**src/rtl/lc3_ctrl_pkg.sv**
```systemverilog
// Shared definitions for the LC-3 pipeline controller: opcodes, memory FSM
// state encoding and pipeline fill depth.
package lc3_ctrl_pkg;

  localparam logic [3:0] OP_BR  = 4'b0000;
  localparam logic [3:0] OP_ADD = 4'b0001;
  localparam logic [3:0] OP_LD  = 4'b0010;
  localparam logic [3:0] OP_ST  = 4'b0011;
  localparam logic [3:0] OP_AND = 4'b0101;
  localparam logic [3:0] OP_LDR = 4'b0110;
  localparam logic [3:0] OP_STR = 4'b0111;
  localparam logic [3:0] OP_NOT = 4'b1001;
  localparam logic [3:0] OP_LDI = 4'b1010;
  localparam logic [3:0] OP_STI = 4'b1011;
  localparam logic [3:0] OP_JMP = 4'b1100;
  localparam logic [3:0] OP_LEA = 4'b1110;

  localparam logic [2:0] FILL_DEPTH = 3'd4;

  // Encodings are fixed: IDLE is deliberately 3, not 0.
  typedef enum logic [1:0] {
    MEM_IND   = 2'd0,
    MEM_READ  = 2'd1,
    MEM_WRITE = 2'd2,
    MEM_IDLE  = 2'd3
  } mem_state_e;

  function automatic logic is_alu_result(input logic [3:0] op);
    return (op == OP_ADD) || (op == OP_AND) || (op == OP_NOT) || (op == OP_LEA);
  endfunction

endpackage

```
**src/rtl/lc3_mem_fsm.sv**
```systemverilog
// Data-memory access state machine, driven by the opcode held in execute.
// Indirect accesses (LDI/STI) take an extra IND phase before READ/WRITE.
module lc3_mem_fsm
  import lc3_ctrl_pkg::*;
(
  input  logic       clock,
  input  logic       reset,
  input  logic [3:0] opcode_exec,
  input  logic       complete_data,
  output mem_state_e mem_state
);

  mem_state_e state_q;

  always_ff @(posedge clock) begin
    if (!reset) begin
      state_q <= MEM_IDLE;
    end else begin
      case (state_q)
        MEM_IDLE: begin
          if ((opcode_exec == OP_LD) || (opcode_exec == OP_LDR))
            state_q <= MEM_READ;
          else if ((opcode_exec == OP_ST) || (opcode_exec == OP_STR))
            state_q <= MEM_WRITE;
          else if ((opcode_exec == OP_LDI) || (opcode_exec == OP_STI))
            state_q <= MEM_IND;
        end
        MEM_IND: begin
          if (complete_data)
            state_q <= (opcode_exec == OP_STI) ? MEM_WRITE : MEM_READ;
        end
        MEM_READ, MEM_WRITE: begin
          if (complete_data) state_q <= MEM_IDLE;
        end
        default: state_q <= MEM_IDLE;
      endcase
    end
  end

  assign mem_state = state_q;

endmodule

```
**src/rtl/lc3_pipe_controller.sv**
```systemverilog
// LC-3 pipeline controller: stage enables, branch resolution and ALU bypass.
// Optional feature macro: LC3_CTRL_BYPASS_EN enables bypass_alu_1/2 generation.
module lc3_pipe_controller
  import lc3_ctrl_pkg::*;
(
  input  logic        clock,
  input  logic        reset,
  input  logic        complete_instr,
  input  logic        complete_data,
  input  logic [15:0] imem_dout,
  input  logic [15:0] ir,
  input  logic [15:0] ir_exec,
  input  logic [2:0]  psr,
  output logic        enable_updatePC,
  output logic        enable_fetch,
  output logic        enable_decode,
  output logic        enable_execute,
  output logic        enable_writeback,
  output logic [1:0]  mem_state,
  output logic        br_taken,
  output logic        bypass_alu_1,
  output logic        bypass_alu_2
);

  mem_state_e mem_state_w;
  logic [2:0] fill_q, fill_d;
  logic [1:0] br_cnt_q, br_cnt_d;
  logic       mem_idle;
  logic       br_load;
  logic [3:0] op_fetch, op_dec, op_exec;

  assign op_fetch = imem_dout[15:12];
  assign op_dec   = ir[15:12];
  assign op_exec  = ir_exec[15:12];

  lc3_mem_fsm u_mem_fsm (
    .clock         (clock),
    .reset         (reset),
    .opcode_exec   (op_exec),
    .complete_data (complete_data),
    .mem_state     (mem_state_w)
  );

  assign mem_state = mem_state_w;
  assign mem_idle  = (mem_state_w == MEM_IDLE);

  // Enables are gated by reset so nothing leaks out while reset is held,
  // even when reset lands in the middle of a memory access.
  always_comb begin
    enable_updatePC  = 1'b0;
    enable_fetch     = 1'b0;
    enable_decode    = 1'b0;
    enable_execute   = 1'b0;
    enable_writeback = 1'b0;
    if (reset) begin
      if (mem_idle) begin
        enable_fetch     = (fill_q >= 3'd1) && complete_instr && (br_cnt_q == 2'd0);
        enable_updatePC  = enable_fetch;
        enable_decode    = (fill_q >= 3'd2) && complete_instr;
        enable_execute   = (fill_q >= 3'd3);
        enable_writeback = (fill_q >= FILL_DEPTH);
      end else if ((mem_state_w == MEM_READ) && complete_data) begin
        enable_writeback = 1'b1;
      end
    end
  end

  assign fill_d  = (fill_q == FILL_DEPTH) ? fill_q : fill_q + 3'd1;
  assign br_load = enable_fetch && ((op_fetch == OP_BR) || (op_fetch == OP_JMP));

  // Counter holds fetch off until the branch reaches execute; frozen in a stall.
  always_comb begin
    br_cnt_d = br_cnt_q;
    if (br_load)
      br_cnt_d = 2'd3;
    else if ((br_cnt_q != 2'd0) && mem_idle)
      br_cnt_d = br_cnt_q - 2'd1;
  end

  always_ff @(posedge clock) begin
    if (!reset) begin
      fill_q   <= 3'd0;
      br_cnt_q <= 2'd0;
    end else begin
      fill_q   <= fill_d;
      br_cnt_q <= br_cnt_d;
    end
  end

  assign br_taken = reset && (br_cnt_q == 2'd1) &&
                    ((op_exec == OP_JMP) ||
                     ((op_exec == OP_BR) && ((ir_exec[11:9] & psr) != 3'b000)));

`ifdef LC3_CTRL_BYPASS_EN
  logic exec_alu;
  logic dec_uses_sr1;
  logic dec_uses_sr2;

  assign exec_alu     = is_alu_result(op_exec);
  assign dec_uses_sr1 = (op_dec == OP_ADD) || (op_dec == OP_AND) || (op_dec == OP_NOT) ||
                        (op_dec == OP_LDR) || (op_dec == OP_STR) || (op_dec == OP_JMP);
  assign dec_uses_sr2 = ((op_dec == OP_ADD) || (op_dec == OP_AND)) && !ir[5];

  assign bypass_alu_1 = reset && exec_alu && dec_uses_sr1 && (ir_exec[11:9] == ir[8:6]);
  assign bypass_alu_2 = reset && exec_alu && dec_uses_sr2 && (ir_exec[11:9] == ir[2:0]);
`else
  assign bypass_alu_1 = 1'b0;
  assign bypass_alu_2 = 1'b0;
`endif

  logic unused_bits;
  assign unused_bits = ^{imem_dout[11:0], ir_exec[8:0], ir};

endmodule

```
**config.mk**
```make
export PLATFORM = sky130hd
export DESIGN_NAME = lc3_pipe_controller
export DESIGN_NICKNAME = d
export VERILOG_FILES = /design/src/rtl/lc3_ctrl_pkg.sv /design/src/rtl/lc3_mem_fsm.sv /design/src/rtl/lc3_pipe_controller.sv
export SDC_FILE = /design/constraint.sdc
export NUM_CORES = 1
export LEC_CHECK = 0
export ABC_AREA = 1
export BUFFER_PORTS_ARGS = -buffer_cell sky130_fd_sc_hd__buf_4
export CORE_UTILIZATION = 32
export DETAILED_ROUTE_END_ITERATION = 16
export PLACE_DENSITY = 0.84
export SETUP_SLACK_MARGIN = 0.1
export SLEW_MARGIN = 20
export SYNTH_ARGS = -nofsm -noshare
export SYNTH_HDL_FRONTEND = slang
export SYNTH_HIERARCHICAL = 1
export SYNTH_SLANG_ARGS = --single-unit
```
**constraint.sdc**
```tcl
create_clock -name clock -period 1.3 [get_ports clock]
set_clock_uncertainty 0.15 [all_clocks]
set_input_delay 0.13 -clock clock [delete_from_list [all_inputs] [get_ports clock]]
set_output_delay 0.13 -clock clock [all_outputs]
set_load 0.02 [all_outputs]
```
* Word-level counts from Yosys, hierarchy flattened
Index checks and enable logic that the tools add are counted.
** Cells by class
- Add/sub/neg operators :: 2
- $lt $le $gt $ge :: 4
- Equal/unequal tests :: 16
- Muxes and demuxes :: 18
- Bitwise logic cells :: 1
- Reductions and logical operators :: 23
** Operators with widths (number)
- $eq A4 B4 Y1 const B :: 4
- $mux W2 :: 8
- $logic_and A1 B1 Y1 :: 9
- $mux W1 :: 9
- $eq A4 B2 Y1 const B :: 2
- $eq A4 B3 Y1 const B :: 2
- $logic_not A4 Y1 :: 2
- $ge A3 B2 Y1 const B :: 2
- $pmux W2 S3 :: 1
- $logic_or A1 B1 Y1 :: 5
- $eq A2 B1 Y1 const B :: 2
- $eq A2 B2 Y1 const B :: 2
- $logic_not A2 Y1 :: 2
- $ne A2 B2 Y1 const B :: 2
- $ne A4 B1 Y1 const B :: 1
- $reduce_bool A2 Y1 :: 2
- $add A3 B1 Y3 const B :: 1
- $and A3 B3 Y3 :: 1
- $eq A3 B3 Y1 const B :: 1
- $ge A3 B1 Y1 const B :: 1
- $ge A3 B3 Y1 const B :: 1
- $reduce_and A3 Y1 :: 1
- $reduce_bool A3 Y1 :: 1
- $reduce_or A2 Y1 :: 1
- $sub A2 B1 Y2 const B :: 1
** Word-level totals
- Register bits after elaboration :: 7
- Bits of input ports :: 55
- Output and inout port bits :: 10

* Logic depth before layout (Yosys ltp)
Gate-level depths: netlist (run 1).
- Depth after elaboration :: 7
- Mapped depth :: 8
- Gate-level depth less buffers :: 8

* Modules after synthesis
Netlist (run 1), hierarchy kept.
** Modules (own cells, without submodules)
- lc3_pipe_controller :: instances 1, cells an instance 65, area an instance 441.7 µm², seq. area each 100.1 µm²
- lc3_mem_fsm :: instances 1, cells an instance 38, area an instance 229.0 µm², seq. area each 40.0 µm²

* Worst setup path after synthesis (run 1)
OpenSTA, ideal clock, no wires.
- Kind :: register -> register
- Start point :: reg u_mem_fsm.state_q[0], in the netlist u_mem_fsm/mem_state[0]
- End point :: reg u_mem_fsm.state_q[1], in the netlist u_mem_fsm/mem_state[1]
- Library setup time :: 117 ps
- Arrival :: 1301 ps
- Required time :: 1033 ps
- Setup slack :: -268 ps
- Cell stages (with the launch flop) :: 7
- Path through :: dfxtp_1 -> inv_1 -> ha_1 -> o21bai_2 -> nand2_2 -> a21oi_1 -> nand2_1
** Between the ends
- Longest elaborated chain between the ends :: 4
- Elaborated cells on any way between the ends :: 10
- Those cells by class :: eq/ne: 6; mux: 1; reduce/logical: 3
** Ends and longest elaborated chain
- from (decl) :: RTL line lc3_mem_fsm.sv:13 : mem_state_e state_q;
- from (signal assigned) :: RTL line lc3_mem_fsm.sv:30 : state_q <= (opcode_exec == OP_STI) ? MEM_WRITE : MEM_READ;
- $eq A2 B1 Y1 or $eq A2 B2 Y1 (tied branches) :: RTL line lc3_mem_fsm.sv:19 : case (state_q)
- $reduce_or A2 Y1 :: RTL line lc3_mem_fsm.sv:19
- $ne A2 B2 Y1 (no source line)
- $reduce_and A3 Y1 (no source line)
Several ways; a longest one is shown, not always the timed one.
A chain may end at the register's enable or synchronous reset.

* Final worst setup path (run 1)
- Start point :: reg br_cnt_q[0]
- End point :: out enable_fetch
** Between the ends
- Longest elaborated chain between the ends :: 4
** Ends and longest elaborated chain
- from (decl) :: RTL line lc3_pipe_controller.sv:27 : logic [1:0] br_cnt_q, br_cnt_d;
- from (signal assigned) :: RTL line lc3_pipe_controller.sv:86 : br_cnt_q <= br_cnt_d;
- $logic_not A2 Y1 :: RTL line lc3_pipe_controller.sv:57 : enable_fetch = (fill_q >= 3'd1) && complete_instr && (br_cnt_q == 2'd0);
- $logic_and A1 B1 Y1 :: RTL line lc3_pipe_controller.sv:57
- $mux W1 :: RTL line lc3_pipe_controller.sv:56 : if (mem_idle) begin
- $mux W1 :: RTL line lc3_pipe_controller.sv:55 : if (reset) begin
- to (decl) :: RTL line lc3_pipe_controller.sv:15 : output logic enable_fetch,
No other way between the ends.

==> impl_metrics.toml, run 1 <==
[run_status]
status = "finished, violations left"
failed_checks = "negative setup slack"

[floorplan]
fp.dieArea_um2 = 2280
die_w_um = 47.8
core_um2 = 1960
start_util = 0.342
die_height_um = 47.8
io_pins = 65
row_count = 16

[hold_path]
hp-class = "input pin to flip-flop"
hold_path_end = "u_mem_fsm/mem_state[1]$_SDFFE_PN1P_"
hp-start = "reset"
hold_depth = 4

[finish]
n_fill_cell = 191
drive_gt1_frac = 0.568
layout_commonest_cell = "buf_4"
final_util = 0.621
antennaDiodeCount = 0
synthToLayoutAreaGrowth_pct = 81.5
nets = 211
final_cell_mix = "buf_4, nand2_1, inv_1"
fin_cells = 173
final_cell_area_um2 = 1220

[drt]
firstDrtPassIters = 4
drc = 0
drt_iter0_markers = 8
ant_nets = 0
vias_per_cell = 4.45
routed_wl_um = 1840
routedWlPerCell_um = 10.6
vias = 770

[power_and_ir_drop]
p_leak_nw = 0.583
pwr-share-clk = 0.095
ir_worst_vdd_v = 0.00121
pwr-share-comb = 0.724
netSwitchingPower_uw = 997
p_int_mw = 1.25
power.density_nw_per_um2 = 1850
swShare = 0.443
seqPwrFrac = 0.182

[global_routing]
grt_pass1_vias = 682
grt_overflow = 0
grt_use_total = 0.154
grt_pass1_wl_um = 2440
grt_max_degree = 7
antenna_found_initial = 0

[placed_design]
place_hpwl_um = 1260
placed_cells = 161
dpl_cell_area_um2 = 1000
port_buffers = 25
gp_congestion = 0.767

[timing]
fin_ws_ns = -0.295
holdWs_ns = 0.0726
period_minus_slack_ns = 1.59
rsz0062_at_grt = "yes"
setup_violations = 10
maxSlewViolCount = 0
hold_violations = 0
tns_ns = -2.02
fmaxAchievable_ghz = 0.627
finalCritPeriodShare = 1.23

[cts]
cts_buffers = 3
cts_sinks = 7
h-tree-depth = 1
clk_latency_ns = 0.26
cts_tree = "built"
cts.clk_slew.worst_paths_ns = 0.06
cts_root_buf = "clkbuf_4"
cts_max_path_buffers = 2
hold_buffers = 0

[logic_synthesis]
ys_warn_count = 6
synth.ff_latch_count = 7
syn_area_per_cell_um2 = 6.51
seq_area_frac_synth = 0.209
syn_inst = 103
yosys.cell_types.count = 22
synthesis.area_um2 = 671

[setup_path]
crit_start = "br_cnt_q[0]$_SDFFE_PN0P_"
ff2ff_path_depth = 8
timing_worst_setup_path_type = "flip-flop to primary output"
start_kind = "flip-flop"
cp-end-kind = "primary output"
reg2reg_slack_ns = -0.18
r2r-start = "br_cnt_q[0]$_SDFFE_PN0P_"
worstPathRequired_ns = 1.02
cp.arrival_ns = 1.31
path_max_fanout = 2
rr_endpoint = "br_cnt_q[1]$_SDFFE_PN0P_"

[flow_run]
maxCapViolations = 0
[synthesized netlist by cell type (all sizes together)]
library cell / n / area (um^2)
a211oi: 1 / 7.51
a21oi: 7 / 35.0
and2: 1 / 7.51
buf: 3 / 22.5
conb: 1 / 3.75
dfxtp: 7 / 140
ha: 9 / 113
inv: 19 / 71.3
nand2: 27 / 106
nand3: 7 / 35.0
nand3b: 1 / 7.51
nor2: 11 / 51.3
nor3: 4 / 30.0
o211ai: 1 / 7.51
o21ai: 1 / 5.00
o21bai: 1 / 11.3
o31ai: 1 / 7.51
xor2: 1 / 8.76
[how the worst max path moves through the flow]
| stage | slack (ns) | cells after the start | end |
|---|---|---|---|
| detailed placement | -0.02 | 5 | enable_execute |
| floorplan | -0.0002 | 6 | u_mem_fsm/mem_state[1]$_SDFFE_PN1P_ |
| global route | -0.35 | 6 | enable_fetch |
| global placement | -0.01 | 5 | enable_execute |
| finish | -0.29 | 6 | enable_fetch |
| CTS | -0.28 | 5 | enable_execute |
[metrics by stage]
step	total power, mW	worst slack (ns)
finish	2.25	-0.295
global route	2.42	-0.351
CTS	1.95	-0.276
detailed placement	1.55	-0.0219
global placement	1.51	-0.0136
floorplan	1.18	-0.000166
[cell type report]
type                    count  area (um^2)  share of cell area
inverters                  19         76.3              0.0627
flip-flops and latches      7          158               0.129
clock buffers               4         26.3              0.0216
repair buffers             41          338               0.277
multi-input cells          75          586               0.481
well taps                  27         33.8              0.0277
[sequential cells by signal, indices dropped and copies added (netlist names)]
register and flops:
br_cnt_q 2, fill_q 3, u_mem_fsm/mem_state 2
[critical path, cell delays in order, from the launching register on]
cell and delay [ns]:
dfxtp_2 0.32, inv_2 0.07, ha_4 0.14, inv_2 0.04, nor3_4 0.18, and2_4 0.17, buf_6 0.11
[power groups by stage]
stage                     combinational (mW)  clock [mW]  sequential, mW
after CTS                               1.33       0.219           0.407
after floorplan                        0.723           0           0.455
after detailed placement                1.14           0           0.413
after global routing                    1.78       0.234           0.412
after global placement                  1.10           0           0.406
final                                   1.63       0.213           0.409
[logic make-up after synthesis]
kind of cell | Yosys count | synth area share
flops | 7 | 0.209
fa+ha+maj | 9 | 0.168
other cells | 1 | 0.00559
compound gates | 12 | 0.110
xor+xnor | 1 | 0.0131
simple gates | 51 | 0.354
buf+inv | 22 | 0.140
[timing repair]
item	CTS	global route
pin swaps	6	10
endpoints found under the setup margin	10	12
cloned	0	0
gates resized for setup	17	16
buffers inserted	2	7
[layer usage]
layer,track usage,vias up,share of wire
li1,-,403,-
met1,0.140,340,0.38
met2,0.316,23,0.56
met3,0.0226,4,0.044
met4,0.0833,0,0.015
met5,0,-,0
Power figures use the tool's default switching activity.
==> inputs of run 2 (changes only) <==
--- a/config.mk
+++ b/config.mk
@@ -7,9 +7,10 @@
 export LEC_CHECK = 0
 export ABC_AREA = 1
 export BUFFER_PORTS_ARGS = -buffer_cell sky130_fd_sc_hd__buf_4
-export CORE_UTILIZATION = 32
+export CORE_UTILIZATION = 33
+export CTS_BUF_LIST = sky130_fd_sc_hd__clkbuf_2 sky130_fd_sc_hd__clkbuf_4 sky130_fd_sc_hd__clkbuf_8
 export DETAILED_ROUTE_END_ITERATION = 16
-export PLACE_DENSITY = 0.84
+export PLACE_DENSITY = 0.86
 export SETUP_SLACK_MARGIN = 0.1
 export SLEW_MARGIN = 20
 export SYNTH_ARGS = -nofsm -noshare
==> run 2 against run 1 <==
The flow still finishes with violations (negative setup slack). Die area is 2.9% lower. Register-to-register slack improved by 0.17 ns. Sequential power grew 3%. Design area increased by 0.21%. Setup slack about the same. Non-clock buffer count shrank 1. Total power is 2.4% lower. Combinational power decreased by 5%. Routed wire length increased by 3.2%. Critical endpoint is now enable_execute.
==> impl_metrics.toml, run 2 (synthesized netlist as in run 1, its figures left out) <==
[drt]
drt_iter0_markers = 15
ant_nets = 0
vias_per_cell = 4.68
drc = 0
routedWlPerCell_um = 11.2
firstDrtPassIters = 4
routed_wl_um = 1900
vias = 796

[flow_run]
maxCapViolations = 0

[finish]
final_cell_mix = "buf_4, nand2_1, inv_2, inv_1, buf_6"
drive_gt1_frac = 0.614
n_fill_cell = 146
layout_commonest_cell = "buf_4"
multi_input_area_um2 = 589
final_cell_area_um2 = 1220
largest_reg_flops = 3
synthToLayoutAreaGrowth_pct = 81.9
largest_register = "fill_q"
antennaDiodeCount = 0
area.sequential_um2 = 161
nets = 210

[timing]
rsz0062_at_grt = "yes"
fmaxAchievable_ghz = 0.627
maxSlewViolCount = 0
period_minus_slack_ns = 1.60
finalCritPeriodShare = 1.23
setup_violations = 8
hold_violations = 0
fin_ws_ns = -0.295

[cts]
cts.clk_slew.worst_paths_ns = 0.06
cts_root_buf = "clkbuf_4"
cts_sinks = 7
cts_tree = "built"
h-tree-depth = 1
cts_max_path_buffers = 2
hold_buffers = 0
clk_latency_ns = 0.25
cts_buffers = 3

[setup_path]
start_kind = "flip-flop"
cp_slowest_cell = "dfxtp_4"
timing_worst_setup_path_type = "flip-flop to primary output"
cp-end-kind = "primary output"
crit_chain = "ha_4 -> ha_4 -> nor2_2 -> a211oi_4 -> buf_6"
cp.arrival_ns = 1.32
reg2reg_slack_ns = -0.01
cpMostUsedCell = "ha_4"
worstPathRequired_ns = 1.02
cpPeakStageDelay_ns = 0.38
path_max_fanout = 4

[global_routing]
grt_use_total = 0.178
grt_pass1_vias = 819
grt_pass1_wl_um = 2820
grt_max_degree = 7
grt_overflow = 0
antenna_found_initial = 0

[placed_design]
port_buffers = 25
gp_congestion = 0.739
place_hpwl_um = 1280
dpl_cell_area_um2 = 1000

[floorplan]
die_w_um = 47.1
start_util = 0.368
row_count = 15
die_height_um = 47.1
core_um2 = 1820
fp.dieArea_um2 = 2220
io_pins = 65

[hold_path]
hp-class = "input pin to flip-flop"

[power_and_ir_drop]
ir_worst_vdd_v = 0.00143
p_leak_nw = 0.579
totalPowerFinal_mw = 2.20
power.density_nw_per_um2 = 1800

[run_status]
failed_checks = "negative setup slack"
status = "finished, violations left"
## run 2: cell types whose count changed in the layout (fill, tap and decap cells not counted), sizes merged
cell / change
buf: -1
## run 2: layout make-up
class / instances / share of cell area
clock buffers: 4 / 0.0246
inverters: 19 / 0.0605
multi-input cells: 75 / 0.483
flip-flops and latches: 7 / 0.132
well taps: 25 / 0.0256
repair buffers: 40 / 0.274
## run 2: path summary, 6_finish.rpt
check,start,to,cells past startpoint
min,reset,u_mem_fsm/mem_state[1]$_SDFFE_PN1P_,4
min reg2reg,br_cnt_q[1]$_SDFFE_PN0P_,br_cnt_q[1]$_SDFFE_PN0P_,2
max,fill_q[1]$_SDFFE_PN0N_,enable_execute,5
max reg2reg,u_mem_fsm/mem_state[0]$_SDFFE_PN1P_,u_mem_fsm/mem_state[0]$_SDFFE_PN1P_,6
## run 2: worst max-delay path: cells and delay by family (launching register included)
family                     cells  cell delay [ns]
DFF                            1             0.38
AOI/OAI and AO/OA              1             0.23
adders and majority gates      2             0.26
and+or+nand+nor                1             0.04
buffers and inverters          1             0.15
## run 2: metal layers
layer | wire length [um] | global-route usage | vias up
li1 | - | - | 401
met1 | 652 | 0.155 | 369
met2 | 1150 | 0.389 | 22
met3 | 82 | 0.0308 | 4
met4 | 17 | 0.0629 | 0
met5 | 0 | 0 | -
## run 2: what timing repair did
action | CTS | global route
endpoints found under the setup margin | 10 | 11
pin swaps | 9 | 5
resized for setup | 24 | 14
setup buffers | 5 | 2
## run 2: report_power, final
| group | internal [mW] | switching, mW | total, mW |
|---|---|---|---|
| sequential | 0.325 | 0.0982 | 0.423 |
| combinational | 0.765 | 0.786 | 1.55 |
| clock | 0.138 | 0.0856 | 0.224 |
## run 2: metrics by stage
stage	setup WS (ns)	util	setup TNS, ns	cells	hold WS [ns]
final	-0.295	0.670	-1.25	170	0.0927
after global routing	-0.324	0.670	-1.73	170	0.117
after CTS	-0.282	0.627	-1.24	168	0.0759
after detailed placement	-0.0226	0.551	-0.0622	159	0.310
after global placement	-0.0144	0.551	-0.0144	159	0.298
after floorplan	-0.000166	-	-0.000332	104	0.130
==> inputs of run 3 (changes only) <==
--- a/config.mk
+++ b/config.mk
@@ -10,8 +10,9 @@
 export CORE_UTILIZATION = 33
 export CTS_BUF_LIST = sky130_fd_sc_hd__clkbuf_2 sky130_fd_sc_hd__clkbuf_4 sky130_fd_sc_hd__clkbuf_8
 export DETAILED_ROUTE_END_ITERATION = 16
+export GPL_ROUTABILITY_DRIVEN = 0
 export PLACE_DENSITY = 0.86
-export SETUP_SLACK_MARGIN = 0.1
+export RECOVER_POWER = 50
 export SLEW_MARGIN = 20
 export SYNTH_ARGS = -nofsm -noshare
 export SYNTH_HDL_FRONTEND = slang
==> run 3 against run 2 <==
The flow still finishes with violations (negative setup slack). Non-clock buffer count unchanged. Fmax decreased by 4.3%. Critical path depth increased by 1. Worst hold slack worse by 0.019 ns. Final cell count stayed put. Routed wire length up 5.2%. Flip-flop and latch count unchanged. Largest cell class unchanged.
==> impl_metrics.toml, run 3 (synthesized netlist as in run 1, its figures left out) <==
[run_status]
status = "finished, violations left"
failed_checks = "negative setup slack"

[setup_path]
cp-end-kind = "primary output"
worstPathRequired_ns = 1.02
cpPeakStageDelay_ns = 0.37
cp_slowest_cell = "dfxtp_4"
cp.arrival_ns = 1.39
start_kind = "flip-flop"
crit_chain = "buf_12 -> ha_4 -> ha_4 -> nor2_2 -> a211oi_4 -> buf_6"
cpMostUsedCell = "ha_4"
cp_top_family = "flip-flops"
path_max_fanout = 4
timing_worst_setup_path_type = "flip-flop to primary output"
crit_buf_inv = 2

[floorplan]
die_height_um = 47.1
die_w_um = 47.1
row_count = 15
core_um2 = 1820
fp.dieArea_um2 = 2220
io_pins = 65
start_util = 0.368

[timing]
fin_ws_ns = -0.367
setup_violations = 10
fmaxAchievable_ghz = 0.600
hold_violations = 0
holdWs_ns = 0.0733
period_minus_slack_ns = 1.67
finalCritPeriodShare = 1.28
rsz0062_at_grt = "yes"
maxSlewViolCount = 0

[cts]
cts_tree = "built"
h-tree-depth = 1
hold_buffers = 0
cts.clk_slew.worst_paths_ns = 0.06
cts_sinks = 7
cts_root_buf = "clkbuf_4"
cts_max_path_buffers = 2
clk_latency_ns = 0.27
cts_buffers = 3

[power_and_ir_drop]
totalPowerFinal_mw = 2.12
ir_worst_vdd_v = 0.000856
p_leak_nw = 0.574
power.density_nw_per_um2 = 1770

[drt]
ant_nets = 0
vias = 807
drc = 0
routed_wl_um = 2000
drt_iter0_markers = 9
vias_per_cell = 4.75
routedWlPerCell_um = 11.7
firstDrtPassIters = 4

[finish]
final_cell_mix = "buf_4, nand2_1, inv_1"
nets = 210
final_util = 0.658
largest_register = "fill_q"
drive_gt1_frac = 0.593
synthToLayoutAreaGrowth_pct = 78.7
multi_input_area_um2 = 572
largest_reg_flops = 3
antennaDiodeCount = 0
layout_commonest_cell = "buf_4"
n_fill_cell = 157
area.sequential_um2 = 159
fin_cells = 170

[global_routing]
grt_pass1_wl_um = 2940
antenna_found_initial = 0
grt_overflow = 0
grt_pass1_vias = 757
grt_use_total = 0.197
grt_max_degree = 7

[hold_path]
hp-class = "input pin to flip-flop"

[placed_design]
place_hpwl_um = 1300
pre_cts_ws_ns = -0.0676
port_buffers = 25
placed_cells = 159

[flow_run]
maxCapViolations = 0
## run 3: layout make-up
cell class / count / area share
multi-input cells: 75 / 0.477
flip-flops and latches: 7 / 0.133
repair buffers: 40 / 0.280
clock buffers: 4 / 0.0251
well taps: 25 / 0.0261
inverters: 19 / 0.0595
## run 3: worst reg2reg max path, delay by kind of cell (launching register included)
kind | cells | cell delay (ns)
fa+ha+maj | 1 | 0.16
flops | 1 | 0.37
buf+inv | 4 | 0.43
compound gates | 1 | 0.06
simple gates | 3 | 0.30
## run 3: worst paths after layout
kind | start | end | slack (ns) | depth (start not counted)
hold reg to reg | fill_q[1]$_SDFFE_PN0N_ | fill_q[1]$_SDFFE_PN0N_ | 0.44 | 2
setup reg to reg | fill_q[1]$_SDFFE_PN0N_ | br_cnt_q[0]$_SDFFE_PN0P_ | -0.29 | 9
hold / removal | reset | u_mem_fsm/mem_state[0]$_SDFFE_PN1P_ | 0.07 | 4
setup / recovery | fill_q[1]$_SDFFE_PN0N_ | enable_execute | -0.37 | 6
## run 3: layer usage
| layer | GRT usage | vias to the layer above | part of all wire |
|---|---|---|---|
| li1 | - | 402 | - |
| met1 | 0.188 | 375 | 0.36 |
| met2 | 0.400 | 23 | 0.57 |
| met3 | 0.0231 | 7 | 0.038 |
| met4 | 0.103 | 0 | 0.029 |
| met5 | 0 | - | 0 |
## run 3: where the power goes
part           total (mW)  internal (mW)  switching, mW  leakage [nW]
Combinational        1.46          0.706          0.759         0.495
Sequential          0.415          0.322         0.0935        0.0607
Clock               0.238          0.139         0.0991        0.0184
Total                2.12           1.17          0.951         0.574
## run 3: repair_timing
| action | CTS | global route |
|---|---|---|
| pin swaps | 7 | 7 |
| setup buffers | 5 | 2 |
| gates resized for setup | 23 | 8 |
| setup endpoints to repair | 8 | 10 |
| gates cloned | 0 | 0 |
## run 3: through the flow
step	TNS (ns)	cell area, um^2
4_1_cts	-1.86	1140
6_report	-2.26	1200
5_1_grt	-2.82	1200
2_1_floorplan	-0.000445	739
3_3_place_gp	-0.0697	992
3_5_place_dp	-0.158	992
